File: src/rtl/fm_demod_pkg.sv
// fm_demod_pkg
// Shared definitions for the zero-crossing FM demodulator.
// It holds the sequencing FSM state type and the default widths.
// The default widths are the ones used by the matching dds transmitter.
package fm_demod_pkg;

  typedef enum logic [1:0] {
    IDLE,
    DIV,
    DONE
  } div_state_t;

  localparam int DEFAULT_NBITS_PHASE  = 18;
  localparam int DEFAULT_N_INPUT_BITS = 8;
  localparam int CNT_WIDTH            = 16;

endpackage

File: src/rtl/serial_divider.sv
// serial_divider
// Unsigned 32/16 restoring divider. It takes a fixed 32 iterations, one per clock.
// Ports:
//   clock     rising-edge clock
//   reset     asynchronous active-low reset
//   start     load operands and begin dividing (ignored while busy by the caller)
//   numerator 32-bit dividend
//   divisor   16-bit divisor (must be nonzero)
//   busy      high while iterations are still pending
//   done      high during the clock whose edge performs the final iteration
//   quotient  floored quotient, valid after the final iteration
module serial_divider
  import fm_demod_pkg::*;
(
  input  logic                 clock,
  input  logic                 reset,
  input  logic                 start,
  input  logic [31:0]          numerator,
  input  logic [CNT_WIDTH-1:0] divisor,
  output logic                 busy,
  output logic                 done,
  output logic [31:0]          quotient
);

  logic [CNT_WIDTH-1:0] div_reg;
  logic [CNT_WIDTH:0]   rem;
  logic [31:0]          quo;
  logic [4:0]           iter;

  logic [CNT_WIDTH+1:0] rem_shift;
  logic [CNT_WIDTH:0]   rem_next;
  logic                 fits;

  // One restoring step: bring in the next dividend bit.
  // Subtract the divisor when it fits.
  // The remainder is always below the divisor, so 17 bits hold the shifted value.
  always_comb begin
    rem_shift = {rem, quo[31]};
    fits      = rem_shift >= {2'b00, div_reg};
    rem_next  = rem_shift[CNT_WIDTH:0];
    if (fits) begin
      rem_next = (CNT_WIDTH + 1)'(rem_shift - {2'b00, div_reg});
    end
  end

  // The quotient bits shift in where the dividend bits shift out.
  always_ff @(posedge clock or negedge reset) begin
    if (!reset) begin
      div_reg <= '0;
      rem     <= '0;
      quo     <= '0;
      iter    <= '0;
      busy    <= 1'b0;
    end else if (start) begin
      div_reg <= divisor;
      rem     <= '0;
      quo     <= numerator;
      iter    <= '0;
      busy    <= 1'b1;
    end else if (busy) begin
      rem  <= rem_next;
      quo  <= {quo[30:0], fits};
      iter <= iter + 5'd1;
      if (iter == 5'd31) begin
        busy <= 1'b0;
      end
    end
  end

  assign done     = busy && (iter == 5'd31);
  assign quotient = quo;

endmodule

File: src/rtl/fm_zc_demod.sv
// fm_zc_demod
// Zero-crossing FM demodulator. It measures the number of samples between rising
// zero crossings. It then converts that period into the estimated dds phase increment,
// 2^NBITS_PHASE / period.
// Ports:
//   clock         rising-edge system clock
//   reset         asynchronous active-low reset
//   enableclk     sample strobe, insine valid when high
//   insine        signed input sample
//   phaseinc_est  last phase-increment estimate
//   est_valid     one-clock pulse when phaseinc_est updates
//   nosignal      high while no valid crossing has been seen for MAX_PERIOD samples
//   overrun       one-clock pulse when a crossing is dropped because the divider is busy
module fm_zc_demod
  import fm_demod_pkg::*;
#(
  parameter int NBITS_PHASE  = DEFAULT_NBITS_PHASE,
  parameter int N_INPUT_BITS = DEFAULT_N_INPUT_BITS,
  parameter int HYST         = 4,
  parameter int MIN_PERIOD   = 4,
  parameter int MAX_PERIOD   = 65535
) (
  input  logic                    clock,
  input  logic                    reset,
  input  logic                    enableclk,
  input  logic [N_INPUT_BITS-1:0] insine,
  output logic [31:0]             phaseinc_est,
  output logic                    est_valid,
  output logic                    nosignal,
  output logic                    overrun
);

  localparam logic [31:0]                    NUMERATOR = 32'd1 << NBITS_PHASE;
  localparam logic [CNT_WIDTH-1:0]           MIN_CNT   = CNT_WIDTH'(MIN_PERIOD);
  localparam logic [CNT_WIDTH-1:0]           MAX_CNT   = CNT_WIDTH'(MAX_PERIOD);
  localparam logic signed [N_INPUT_BITS-1:0] ARM_LEVEL = N_INPUT_BITS'(-HYST);

  div_state_t state, next_state;

  logic                 armed;
  logic                 seen;
  logic [CNT_WIDTH-1:0] cnt;

  logic        is_low;
  logic        crossing;
  logic        period_ok;
  logic        accepted;
  logic        fsm_busy;
  logic        launch;
  logic        saturating;
  logic        div_start;
  logic        div_busy;
  logic        div_done;
  logic [31:0] div_quotient;

  // Hysteresis: the input must dip to -HYST before a non-negative sample counts.
  // This keeps noise around zero from producing crossings.
  // The counter holds the samples since the last crossing. So at a crossing it holds
  // the full period.
  always_comb begin
    is_low     = $signed(insine) <= ARM_LEVEL;
    crossing   = armed && !insine[N_INPUT_BITS-1];
    period_ok  = (cnt >= MIN_CNT) && (cnt < MAX_CNT);
    accepted   = enableclk && crossing && seen && period_ok;
    fsm_busy   = (state != IDLE) || div_busy;
    launch     = accepted && !fsm_busy;
    saturating = enableclk && !crossing && (cnt == MAX_CNT - 1'b1);
  end

  // Sample-rate tracking of arming, the period counter and signal presence.
  // A crossing takes priority over the counter saturating on the same sample.
  always_ff @(posedge clock or negedge reset) begin
    if (!reset) begin
      armed    <= 1'b0;
      seen     <= 1'b0;
      cnt      <= '0;
      nosignal <= 1'b1;
    end else if (enableclk) begin
      if (crossing) begin
        armed <= 1'b0;
        seen  <= 1'b1;
        cnt   <= CNT_WIDTH'(1);
        if (launch) begin
          nosignal <= 1'b0;
        end
      end else begin
        if (is_low) begin
          armed <= 1'b1;
        end
        if (cnt != MAX_CNT) begin
          cnt <= cnt + 1'b1;
        end
        if (saturating) begin
          nosignal <= 1'b1;
          seen     <= 1'b0;
        end
      end
    end
  end

  // Divider sequencing state register.
  always_ff @(posedge clock or negedge reset) begin
    if (!reset) begin
      state <= IDLE;
    end else begin
      state <= next_state;
    end
  end

  // Start the divider on an accepted crossing and wait for its final step.
  // One DONE clock then publishes the quotient.
  always_comb begin
    next_state = state;
    div_start  = 1'b0;
    case (state)
      IDLE: begin
        if (launch) begin
          next_state = DIV;
          div_start  = 1'b1;
        end
      end
      DIV: begin
        if (div_done) begin
          next_state = DONE;
        end
      end
      DONE:    next_state = IDLE;
      default: next_state = IDLE;
    endcase
  end

  // The output pulses are registered here so each is exactly one clock wide.
  always_ff @(posedge clock or negedge reset) begin
    if (!reset) begin
      phaseinc_est <= '0;
      est_valid    <= 1'b0;
      overrun      <= 1'b0;
    end else begin
      est_valid <= (state == DONE);
      overrun   <= accepted && fsm_busy;
      if (state == DONE) begin
        phaseinc_est <= div_quotient;
      end
    end
  end

  serial_divider u_divider (
    .clock     (clock),
    .reset     (reset),
    .start     (div_start),
    .numerator (NUMERATOR),
    .divisor   (cnt),
    .busy      (div_busy),
    .done      (div_done),
    .quotient  (div_quotient)
  );

endmodule

File: config.mk
export PLATFORM = sky130hd
export DESIGN_NAME = fm_zc_demod
export DESIGN_NICKNAME = d
export VERILOG_FILES = /design/src/rtl/fm_demod_pkg.sv /design/src/rtl/serial_divider.sv /design/src/rtl/fm_zc_demod.sv
export SDC_FILE = /design/constraint.sdc
export NUM_CORES = 1
export LEC_CHECK = 0
export CORE_ASPECT_RATIO = 0.9
export CORE_MARGIN = 2
export CORE_UTILIZATION = 59
export CTS_CLUSTER_SIZE = 16
export DETAILED_ROUTE_END_ITERATION = 8
export MAX_ROUTING_LAYER = met4
export PLACE_DENSITY = 0.78
export SYNTH_ARGS = -nofsm -noshare
export SYNTH_HDL_FRONTEND = slang
export SYNTH_SLANG_ARGS = --single-unit
File: constraint.sdc
create_clock -name clock -period 2.95 [get_ports clock]
set_input_delay 0.885 -clock clock [delete_from_list [all_inputs] [get_ports clock]]
set_output_delay 0.885 -clock clock [all_outputs]
set_load 0.05 [all_outputs]
==> impl_summary.log <==
[metrics] maximum number of pins on one net before global-route repair: 55
[metrics] share of synthesized cell area in full adder, half adder and majority cells: 4.529%
[metrics] Sink Count: 126
[metrics] remaining antenna violation count: 0
[metrics] actual transition at the worst max-transition pin: 725.7 ps
[metrics] number of different library cells in the post-synthesis netlist: 63
[metrics] Detailed Route WL: 13,430 um
[metrics] Antenna diodes: 0
[metrics] width of the die: 112.4 um
[metrics] status: finished clean
[metrics] power per standard cell area: 984.8 nW/um^2
[metrics] starting utilization of the core area: 60.67%
[metrics] number of synthesized register bits: 126
[metrics] clock latency of the later-clocked register in the worst-skew pair: 410 ps
[metrics] root cell of the clock tree: sky130_fd_sc_hd__clkbuf_16
[metrics] drt initial violations: 292
[metrics] final design utilization: 72.80%
[metrics] MaxCap Viol Count: 0
[metrics] routed vias/inst: 5.930
[metrics] share of final-layout standard cells stronger than drive strength 1: 15.22%
[metrics] CORE AREA: 10,290 um^2
[metrics] biggest area consumer among synthesized cells: sky130_fd_sc_hd__dfrtp_1
[metrics] Most used DFF post-synth: sky130_fd_sc_hd__dfrtp_1
[metrics] WL per Instance: 16.81 um
[metrics] worst vdd ir: 0.0007195 V
[metrics] number of nets produced by synthesis: 639
[metrics] buffer levels on the longest clock path: 2
[metrics] DRC: 0
[metrics] Synth-to-Final Area Change: 20.00%
[metrics] Achievable Freq: 0.3722 GHz
[metrics] R2R Path Start: u_divider.quotient[31]
[metrics] final sum of negative setup slack: 0 ps
[metrics] class of the most critical setup path: flop to flop
[metrics] count of input and output buffers: 45
[metrics] Seq/Total Area, Yosys: 50.52%
[metrics] post-CTS sizing: 0
[metrics] worst hold-check path type: flop to flop
[metrics] Row Count: 35
[metrics] largest family of logic cells by synthesized area: compound AO/OA/AOI/OAI gates
[metrics] top cells by count, synth: sky130_fd_sc_hd__dfrtp_1 (125), sky130_fd_sc_hd__nand2_1 (103), sky130_fd_sc_hd__o21ai_1 (37)
[metrics] Worst Clk Skew: 5.075 ps
[metrics] cell count after placement: 767
[metrics] detailed-placement wirelength estimate: 8830 um
[metrics] number of nets at the end of the flow: 690
[metrics] RSZ-0062 raised after global routing: no
[metrics] final hold violation count: 0
[metrics] mapped cell area: 6243 um^2
[metrics] multiplexer area fraction after synthesis: 8.277%
[metrics] CTS H-Tree Depth: 4
[metrics] post-cts hold buffer count: 0
[metrics] final global-route overflow total: 0
[metrics] global routing met1 resource utilization: 33.36%
[metrics] post-synthesis compound-gate area fraction: 14.39%
[metrics] via count of the first global-routing pass: 4,776
[metrics] antenna violations before repair: 0
[metrics] non-filler cells in the finished layout: 799
[metrics] number of standard cells after synthesis: 606
[metrics] number of buffers created by CTS: 17
[metrics] M3 GR Usage: 5.266%
[metrics] post-synth top area share: 50.10%
[metrics] wire length of the first global-routing pass: 22,630 um
[metrics] Max Fanout on Critical Path: 4
[metrics] required time at the endpoint of the critical path: 3240 ps
[metrics] number of detailed-route iterations in the first pass: 4
[metrics] Setup violations, final: 0
[metrics] count of pins over their slew limit: 0
[metrics] via total after detailed routing: 4,738
[metrics] leading post-synthesis cells by cell area: sky130_fd_sc_hd__dfrtp_1 (50%), sky130_fd_sc_hd__nand2_1 (6.2%), sky130_fd_sc_hd__mux2_2 (5.2%)
[metrics] setup slack of the worst register-to-register path: 260 ps
[metrics] worst relative slew slack: 51.62%
[metrics] most used routing layer: met2
[metrics] simple logic cell fraction of the synthesized area: 14.31%
[metrics] Routability Congestion: 0.8937
[metrics] Period Utilization, post-route: 91.07%
[metrics] number of flops mapped to enable cells by yosys: 0
[metrics] overall track demand over capacity in global routing: 25.75%
[metrics] hold path startpoint: nosignal
[metrics] Setup crit end kind: flop
[metrics] number of buffers inserted to repair setup after CTS: 0
[metrics] die area: 11,420 um^2
[metrics] Async SR Flop Fraction: 100.0%
[metrics] final period demand of the worst path: 2687 ps
[metrics] number of warnings issued by yosys: 0
[metrics] most numerous cell in the Yosys netlist: sky130_fd_sc_hd__dfrtp_1
[metrics] clock input transition at the sequential cells of the worst setup and hold paths: 60 ps
[metrics] leakage dissipation: 0.003421 uW
[metrics] Synth Area per Inst: 10.30 um^2
[metrics] WP data arrival: 2980 ps
[metrics] fraction of synthesized cell area in xor and xnor cells: 3.367%
[metrics] count of boundary I/O pins: 46
[metrics] CTS tree: yes
[metrics] height of the die: 101.6 um
[metrics] met2 track demand over resource in global routing: 41.01%
[metrics] CP Launch Point: u_divider.quotient[31]
[metrics] startpoint kind of the worst setup timing path: flop
-- cell type report --
cell class	count	area, um^2
flip-flops and latches	126	3156
multi-input cells	415	2801
fillers	682	2799
repair buffers	63	620.6
clock buffers	20	466.7
well taps	129	161.4
clock inverters	12	158.9
inverters	34	127.6
-- stage by stage --
| step | setup slack, ps | total power [uW] | hold slack (ps) | cell area (um^2) |
|---|---|---|---|---|
| floorplan | 501.2 | 4479 | 455.5 | 6243 |
| global placement | 122.1 | 4994 | 465.8 | 6867 |
| detailed placement | 83.11 | 5148 | 459.4 | 6867 |
| CTS | 259.5 | 7380 | 478.9 | 7492 |
| global route | 71.30 | 7854 | 514.7 | 7492 |
| finish | 263.5 | 7378 | 476.3 | 7492 |
-- worst paths after layout --
| check | end | depth (start not counted) |
|---|---|---|
| setup reg to reg | u_divider.rem[16] | 9 |
| min in group asynchronous | u_divider.rem[13] | 1 |
| hold / removal | nosignal | 2 |
| setup / recovery | u_divider.rem[16] | 9 |
| max in group asynchronous | u_divider.quotient[30] | 2 |
| hold reg to reg | nosignal | 2 |
-- worst max-delay path, stage by stage (launching register included) --
cell and delay [ps]:
sky130_fd_sc_hd__dfrtp_1 380, sky130_fd_sc_hd__inv_1 70, sky130_fd_sc_hd__ha_1 230, sky130_fd_sc_hd__fa_1 440
sky130_fd_sc_hd__nor2b_1 180, sky130_fd_sc_hd__o21ai_1 140, sky130_fd_sc_hd__a211oi_1 410, sky130_fd_sc_hd__nor3_1 150
sky130_fd_sc_hd__o2111a_1 260, sky130_fd_sc_hd__a311o_1 320
-- logic make-up (layout without fill, tap and decap cells) --
family | after synthesis | after routing
DFF | 126 | 126
xor gates and xnor gates | 24 | 24
adders and majority gates | 22 | 22
and+or+nand+nor | 192 | 192
AOI/OAI and AO/OA | 135 | 135
buffers and inverters | 65 | 129
muxes | 42 | 42
-- placed cells by master, fill, tap and decap left out, types with 4 or more instances in the layout --
cell / count
sky130_fd_sc_hd__nor2_1: 21
sky130_fd_sc_hd__or3_1: 4
sky130_fd_sc_hd__nor4_1: 4
sky130_fd_sc_hd__nand2_1: 103
sky130_fd_sc_hd__xor2_1: 7
sky130_fd_sc_hd__o21ai_0: 22
sky130_fd_sc_hd__xnor2_1: 17
sky130_fd_sc_hd__dfrtp_1: 124
sky130_fd_sc_hd__nor3_1: 5
sky130_fd_sc_hd__buf_4: 16
sky130_fd_sc_hd__and3_1: 7
sky130_fd_sc_hd__nand2b_1: 6
sky130_fd_sc_hd__and2_1: 5
sky130_fd_sc_hd__ha_1: 21
sky130_fd_sc_hd__mux2_2: 29
sky130_fd_sc_hd__o311ai_0: 7
sky130_fd_sc_hd__clkinv_4: 4
sky130_fd_sc_hd__a21oi_1: 16
sky130_fd_sc_hd__clkdlybuf4s50_1: 44
sky130_fd_sc_hd__nand3_1: 14
sky130_fd_sc_hd__inv_1: 34
sky130_fd_sc_hd__clkbuf_16: 17
sky130_fd_sc_hd__a21o_1: 6
sky130_fd_sc_hd__nand4_1: 9
sky130_fd_sc_hd__a32oi_1: 9
sky130_fd_sc_hd__o31ai_1: 6
sky130_fd_sc_hd__o21ai_1: 37
sky130_fd_sc_hd__mux2_4: 12
sky130_fd_sc_hd__a31oi_1: 4
-- where the power goes --
| group | leakage, uW | switching (uW) | internal (uW) | total [uW] |
|---|---|---|---|---|
| sequential | 0.00168 | 432 | 2140 | 2570 |
| clock | 0.000303 | 785 | 1400 | 2190 |
| combinational | 0.00144 | 1540 | 1080 | 2620 |
-- routing by layer --
layer	vias to the layer above	share of wire, %
met1	2339	45
li1	2246	-
met5	-	0
met4	0	1.1
met3	15	4.7
met2	138	50
Power figures use the tool's default switching activity.
